<file path="src/rtl/tank_sensor_filter.sv">
// Float-switch conditioner: two-flop synchroniser, per-channel debounce, warm-up flag,
// and a plausibility FSM that forces a safe "full" reading while a fault is latched.
module tank_sensor_filter #(
    parameter int DEBOUNCE_CYCLES = 8,
    parameter int FAULT_CYCLES    = 16
) (
    input  logic clk,
    input  logic reset,
    input  logic I_raw,
    input  logic S_raw,
    output logic I,
    output logic S,
    output logic fault,
    output logic valid
);
    localparam int DB_W      = (DEBOUNCE_CYCLES > 1) ? $clog2(DEBOUNCE_CYCLES) : 1;
    localparam int FT_W      = (FAULT_CYCLES > 1) ? $clog2(FAULT_CYCLES) : 1;
    localparam int WARM_LAST = DEBOUNCE_CYCLES + 2;
    localparam int WARM_W    = $clog2(WARM_LAST + 1);

    localparam logic [DB_W-1:0]   DB_LAST   = DB_W'(DEBOUNCE_CYCLES - 1);
    localparam logic [FT_W-1:0]   FT_LAST   = FT_W'(FAULT_CYCLES - 1);
    localparam logic [WARM_W-1:0] WARM_DONE = WARM_W'(WARM_LAST);

    typedef enum logic [1:0] {
        ST_OK,
        ST_SUSPECT,
        ST_FAULT,
        ST_RECOVER
    } state_t;

    // Channel index 0 is the lower switch (I), index 1 the upper switch (S).
    logic [1:0]      sync1;
    logic [1:0]      sync2;
    logic [1:0]      filt;
    logic [DB_W-1:0] db_cnt [2];

    logic [WARM_W-1:0] warm_cnt;

    state_t          state;
    logic [FT_W-1:0] timer;
    logic            bad;

    // Both channels share one block but never interact; each has its own counter.
    always_ff @(posedge clk) begin
        if (reset) begin
            sync1 <= 2'b11;
            sync2 <= 2'b11;
            filt  <= 2'b11;
            for (int ch = 0; ch < 2; ch++) begin
                db_cnt[ch] <= '0;
            end
        end else begin
            sync1 <= {S_raw, I_raw};
            sync2 <= sync1;
            for (int ch = 0; ch < 2; ch++) begin
                if (sync2[ch] == filt[ch]) begin
                    db_cnt[ch] <= '0;
                end else if (db_cnt[ch] == DB_LAST) begin
                    filt[ch]   <= sync2[ch];
                    db_cnt[ch] <= '0;
                end else begin
                    db_cnt[ch] <= db_cnt[ch] + DB_W'(1);
                end
            end
        end
    end

    // Warm-up covers the synchroniser plus one full debounce window, then saturates.
    always_ff @(posedge clk) begin
        if (reset) begin
            warm_cnt <= '0;
        end else if (warm_cnt != WARM_DONE) begin
            warm_cnt <= warm_cnt + WARM_W'(1);
        end
    end

    assign valid = (warm_cnt == WARM_DONE);

    // Upper wet while lower dry cannot happen physically.
    assign bad = !filt[0] && filt[1];

    always_ff @(posedge clk) begin
        if (reset) begin
            state <= ST_OK;
            timer <= '0;
        end else begin
            case (state)
                ST_OK: begin
                    if (bad) begin
                        state <= ST_SUSPECT;
                        timer <= '0;
                    end
                end
                ST_SUSPECT: begin
                    if (!bad) begin
                        state <= ST_OK;
                    end else if (timer == FT_LAST) begin
                        state <= ST_FAULT;
                        timer <= '0;
                    end else begin
                        timer <= timer + FT_W'(1);
                    end
                end
                ST_FAULT: begin
                    if (!bad) begin
                        state <= ST_RECOVER;
                        timer <= '0;
                    end
                end
                ST_RECOVER: begin
                    if (bad) begin
                        state <= ST_FAULT;
                        timer <= '0;
                    end else if (timer == FT_LAST) begin
                        state <= ST_OK;
                        timer <= '0;
                    end else begin
                        timer <= timer + FT_W'(1);
                    end
                end
                default: begin
                    state <= ST_OK;
                    timer <= '0;
                end
            endcase
        end
    end

    // A latched fault presents "full" so the pump controller keeps both pumps off.
    assign fault = (state == ST_FAULT) || (state == ST_RECOVER);
    assign I     = fault | filt[0];
    assign S     = fault | filt[1];

endmodule

</file>
<file path="config.mk">
export PLATFORM = sky130hd
export DESIGN_NAME = tank_sensor_filter
export DESIGN_NICKNAME = d
export VERILOG_FILES = /design/src/rtl/tank_sensor_filter.sv
export SDC_FILE = /design/constraint.sdc
export NUM_CORES = 1
export LEC_CHECK = 0
export BUFFER_PORTS_ARGS = -buffer_cell sky130_fd_sc_hd__buf_2
export CORE_MARGIN = 5
export CORE_UTILIZATION = 30
export CTS_CLUSTER_DIAMETER = 200
export DETAILED_ROUTE_END_ITERATION = 10
export GPL_ROUTABILITY_DRIVEN = 0
export MAX_ROUTING_LAYER = met4
export SYNTH_ARGS = -nofsm -noshare
export SYNTH_HDL_FRONTEND = slang
export SYNTH_SLANG_ARGS = --single-unit
</file>
<file path="constraint.sdc">
create_clock -name clk -period 1.4 [get_ports clk]
set_input_delay 0.28 -clock clk [delete_from_list [all_inputs] [get_ports clk]]
set_output_delay 0.28 -clock clk [all_outputs]
set_load 0.05 [all_outputs]
</file>
==> results of run 1 <==
[worst max-delay path by stage]
stage                     start     endpoint  slack [ps]  depth (start not counted)
CTS                 warm_cnt[0]        valid        -260                          6
global placement    warm_cnt[0]        valid          40                          6
global route        warm_cnt[0]        valid        -320                          6
detailed placement  warm_cnt[0]        valid          -6                          6
finish              warm_cnt[0]        valid        -230                          6
floorplan           warm_cnt[0]  warm_cnt[0]          70                          7
[registers in the layout, summed over array words and instances (netlist names), named ones only]
register	count
db_cnt	6
timer	4
warm_cnt	4
filt	2
sync1	2
sync2	2
state	1
[per-stage QoR]
step	TNS (ps)	total power, W	setup slack [ps]	area (sq um)
after floorplan	0	0.0007570	68.77	1069
after global placement	0	0.0007806	39.61	1170
after detailed placement	-5.649	0.0007861	-5.649	1170
after CTS	-413.1	0.001285	-262.5	1316
after global routing	-320.2	0.001338	-320.2	1341
final	-227.4	0.001276	-227.4	1341
[synthesized netlist by cell type, types with 4 or more instances]
cell      count  area (sq um)
dfxtp_1      16         320.3
nor2_1        9         33.78
ha_1          7         87.58
edfxtp_1      6         180.2
or2_2         6         37.54
nand2_1       5         18.77
o21ai_1       5         25.02
and2_1        4         25.02
clkbuf_1      4         15.01
nor3_1        4         20.02
xnor2_1       4         35.03
[cells by family after synthesis]
family | after synthesis | synth area share (%)
xor+xnor | 6 | 5.721
simple gates | 41 | 22.05
compound gates | 16 | 10.37
buf+inv | 10 | 4.529
mux | 1 | 0.9536
fa+ha+maj | 7 | 8.343
flops | 22 | 47.68
other cells | 1 | 0.3572
[routing by layer]
metal  vias up  GRT usage, %  wire length [um]
met5         -             -                 0
met3         2         3.052                70
met4         0         1.735                10
met1       358         9.375               809
li1        392             -                 -
met2         9         13.88               910
[worst max-delay path, stage by stage (launching register included)]
cell and delay [ps]:
dfxtp_2 350, inv_2 70, ha_4 120, nand2_2 40
or2_4 260, inv_4 60, buf_8 130
[layout make-up]
type                       count  share of cell area [%]
inverter                       3                   1.026
multi-input combinational     77                   42.91
clock buffer                   3                   1.679
tap                           46                   4.291
timing repair buffer          16                   9.888
sequential                    22                   37.97
clock inverter                 1                   2.239
[what timing repair did]
item,4_1_cts,5_1_grt
setup endpoints to repair,3,13
pin swaps,1,2
setup buffers,5,3
resized for setup,22,9
[power breakdown]
group	switching [W]	leakage (nW)	internal, W
logic	0.0000497	0.329	0.0000513
registers	0.0000153	0.193	0.000676
clock network	0.000194	0.0279	0.000289
total	0.000259	0.550	0.00102
==> summary.txt, run 1 <==
outcome - finished, violations left
failing checks - negative setup slack
number of synthesized register bits - 22
R2R cell count - 3
leakage power - 0.5502 nW
area of the mapped netlist - 0.001050 sq mm
Die Ht - 69.16 um
Max VDD drop - 0.0007354 V
endpoints failing hold - 0
Reg area - 509.2 sq um
ANT nets after route - 0
vias per cell - 4.530
yosys warns - 0
reg-to-reg endpoint - db_cnt[0][0]
remaining global-route overflow - 0
DR pass1 iterations - 4
fin cells - 168
initial antenna violation count - 0
TritonCTS clock tree - done
detailed-route via count - 761
IO Count - 8
detailed-route DRC error count - 0
Layout area overhead - 27.77%
Post-synth EDFFs - 6
maxcap violations - 0
Die X - 69.16 um
Iteration-0 DRC Markers - 51
worst skew pair latency - 310 ps
Hold Slack - 140.1 ps
vias in the first global route - 783
CP required - 1120 ps
Final Skew - 1.165 ps
Seq/Total Area, Yosys - 47.68%
Hold/Removal Path Class - in -> reg
reg-to-reg slack, setup - 80 ps
worst hold path cell count - 2
most frequent cells in the layout - dfxtp_1, nor2_1, buf_4, edfxtp_1, conb_1
Syn Area/Cell - 10.09 sq um
largest net degree at the start of global routing - 22
GRT Total Usage - 8.248%
maximum fanout along the worst path - 2
DRT Wirelength - 1802 um
CTS clock-pin slew for the worst setup and hold paths - 120 ps
Finished Core Util - 39.88%
clk sinks - 22
buffers added on ports - 7
CP Capture Type - output pin
Min-Delay Endpoint - sync1[0]
Row Count - 21
hold_sp - I_raw
Placed Instances - 161
fmax - 0.6145 GHz
Wirelength per Cell - 10.73 um
Initial Utilization - 31.21%
Final min period - 1627 ps
n_diodes - 0
first-pass GRT wire length - 3236 um
# hold bufs at CTS - 0
Post-Syn Instances - 104
Setup CP Type - reg -> out
root buffer cell - clkbuf_4
clk buf depth - 2
CTS buffer count - 3
multi-input logic area - 575.6 sq um
RSZ-0062 raised after global routing - true
Post-synth top flop - dfxtp_1
share of cells above drive strength 1 - 36.07%
core box area - 0.003363 sq mm
die area - 0.004782 sq mm
Pwr Density - 951.6 mW/mm^2
count of final setup violators - 1
crit start category - register
Synth async-reset ratio - 0%
crit path DAT - 1350 ps
commonest non-fill, non-tap cell in the layout - dfxtp_1
final net count - 134
Period Utilization, post-route - 116.2%
Fill cells - 354
htree depth - 1
HPWL Detailed - 1238 um
min setup slack post-route - -227.4 ps
Synth cell types - 37
max-slew violations - 0
RR Startpoint - db_cnt[0][0]
Power figures use the tool's default switching activity.
==> run 2, diff against run 1 <==
BUFFER_PORTS_ARGS = not set   (was -buffer_cell sky130_fd_sc_hd__buf_2)
CORE_MARGIN = 2   (was 5)
DONT_BUFFER_PORTS = 1   (was not set)
==> summary.txt, run 2 (same netlist as run 1, synthesis figures left out) <==
leakage power - 0.5195 nW (-5.6%)
die area - 0.003989 sq mm (-17%)
DR pass1 iterations - 4 (unchanged)
Row Count - 21 (unchanged)
Hold Slack - 35.98 ps (-104.2 ps)
CP required - 1120 ps (about the same)
outcome - finished, violations left
remaining global-route overflow - 0 (unchanged)
fmax - 0.6258 GHz (+1.8%)
initial antenna violation count - 0 (unchanged)
Iteration-0 DRC Markers - 27 (-47%)
share of cells above drive strength 1 - 29.17% (-6.9 points)
Setup TNS Final - -197.8 ps (+29.55 ps)
TritonCTS clock tree - done
Period Utilization, post-route - 114.1% (-2.1 points)
CP Capture Type - output pin
Layout area overhead - 22.65%
first-pass GRT wire length - 3256 um (+0.62%)
detailed-route via count - 770 (+1.2%)
maxcap violations - 0 (unchanged)
pre-CTS setup slack - 18.98 ps (+24.63 ps)
core box area - 0.003337 sq mm (-0.78%)
Int Pwr - 0.0008347 W (-18%)
ANT nets after route - 0 (unchanged)
CTS clock-pin slew for the worst setup and hold paths - 110 ps (about the same)
Fill cells - 357 (+0.85%)
failing checks - negative setup slack
Setup CP Type - reg -> out
Initial Utilization - 31.46% (+0.25 points)
worst hold path cell count - 1 (-1)
Final Skew - 2.225 ps (+1.060 ps)
Top reg by flops - db_cnt
largest net degree at the start of global routing - 22 (unchanged)
Max VDD drop - 0.0004494 V (-39%)
CTS buffer count - 3 (unchanged)
final net count - 132 (-1.5%)
most frequent cells in the layout - dfxtp_1, buf_4, nor2_1, edfxtp_1, conb_1
n_diodes - 0 (unchanged)
sw frac - 21.48% (+1.2 points)
GRT Total Usage - 10.48% (+2.2 points)
R2R cell count - 9 (+6)
root buffer cell - clkbuf_4
Die Ht - 63.16 um (-8.7%)
combinational power share - 7.9% (about the same)
vias per cell - 4.639 (+2.4%)
detailed-route DRC error count - 0 (unchanged)
reg-to-reg slack, setup - 40 ps (-40 ps)
endpoints failing hold - 0 (unchanged)
crit path DAT - 1320 ps (-30 ps)
met2 Use GR - 18.09% (+4.2 points)
met3 Resource Use GR - 2.143% (-0.91 points)
Sw Pwr - 0.0002284 W (-12%)
worst skew pair latency - 290 ps (-20 ps)
Largest register FFs - 6 (unchanged)
grt met1 use - 11.74% (+2.4 points)
Placed Instances - 152 (-5.6%)
Die X - 63.16 um (-8.7%)
HPWL Detailed - 1260 um (+1.7%)
multi-input logic area - 566.8 sq um (-1.5%)
vias in the first global route - 737 (-5.9%)
Pwr Density - 825.7 mW/mm^2 (-13%)
Finished Core Util - 38.58% (-1.3 points)
gr busiest metal - met2
max-slew violations - 0 (unchanged)
DRT Wirelength - 1955 um (+8.5%)
Clock power frac - 26.6% (-11 points)
Seq pwr share - 65.4% (+11 points)
Final min period - 1598 ps (-29.55 ps)
commonest non-fill, non-tap cell in the layout - dfxtp_1
count of final setup violators - 1 (unchanged)
maximum fanout along the worst path - 2 (unchanged)
crit start category - register
Reg area - 505.5 sq um (-0.74%)
clk buf depth - 2 (unchanged)
fin cells - 166 (-1.2%)
clk sinks - 22 (unchanged)
min setup slack post-route - -197.8 ps (+29.55 ps)
buffers added on ports - 0 (-7)
RSZ-0062 raised after global routing - true
Wirelength per Cell - 11.78 um (+9.8%)
Largest regs - db_cnt x6, timer x4, warm_cnt x4
IO Count - 8 (unchanged)
Hold/Removal Path Class - in -> reg
htree depth - 1 (unchanged)
## run 2: cell types whose count changed in the layout (fill, tap and decap cells not counted), sizes merged
cell / delta
bufinv: -1
buf: -3
dlygate4sd3: +1
clkbuf: +1
## run 2: final timing paths
path,startpoint,endpoint
worst min-delay path,reset,timer[0]
worst min register to register,sync1[1],sync2[1]
worst max register to register,warm_cnt[0],warm_cnt[0]
worst max-delay path,warm_cnt[0],valid
## run 2: power groups by stage
stage               clock network, W  registers [W]  logic [W]
floorplan                          0       0.000702  0.0000552
global placement                   0       0.000705  0.0000534
detailed placement                 0       0.000706  0.0000561
CTS                         0.000305       0.000693  0.0000646
global route                0.000328       0.000699  0.0000945
finish                      0.000283       0.000695  0.0000845
## run 2: critical path: stages (launching register included)
cell     delay (ps)
dfxtp_2         340
inv_2            70
ha_4            120
nand2_2          30
or2_1           230
inv_2            90
buf_12          130
## run 2: layer usage
| layer | vias up | wire length, um |
|---|---|---|
| met5 | - | 0 |
| met4 | 0 | 24 |
| met3 | 2 | 47 |
| met2 | 5 | 1045 |
| met1 | 375 | 838 |
| li1 | 388 | - |
## run 2: layout make-up
| class | count | share of cell area (%) |
|---|---|---|
| multi-input combinational | 77 | 44.02 |
| sequential | 22 | 39.26 |
| timing repair buffer | 14 | 9.329 |
| tap | 46 | 4.470 |
| clock buffer | 4 | 2.041 |
| inverter | 3 | 0.8746 |
## run 2: stage by stage
stage / area (sq um) / power (W)
global route: 1287 / 0.001122
global placement: 1132 / 0.0007580
finish: 1287 / 0.001063
floorplan: 1069 / 0.0007570
detailed placement: 1132 / 0.0007625
CTS: 1196 / 0.001063
## run 2: timing repair
| action | in CTS | in global routing |
|---|---|---|
| hold buffers | 0 | 1 |
| hold endpoints to repair | 0 | 1 |
| gates resized for setup | 5 | 10 |
| buffers inserted | 4 | 5 |
| pin swaps | 2 | 3 |
| setup endpoints to repair | 2 | 9 |
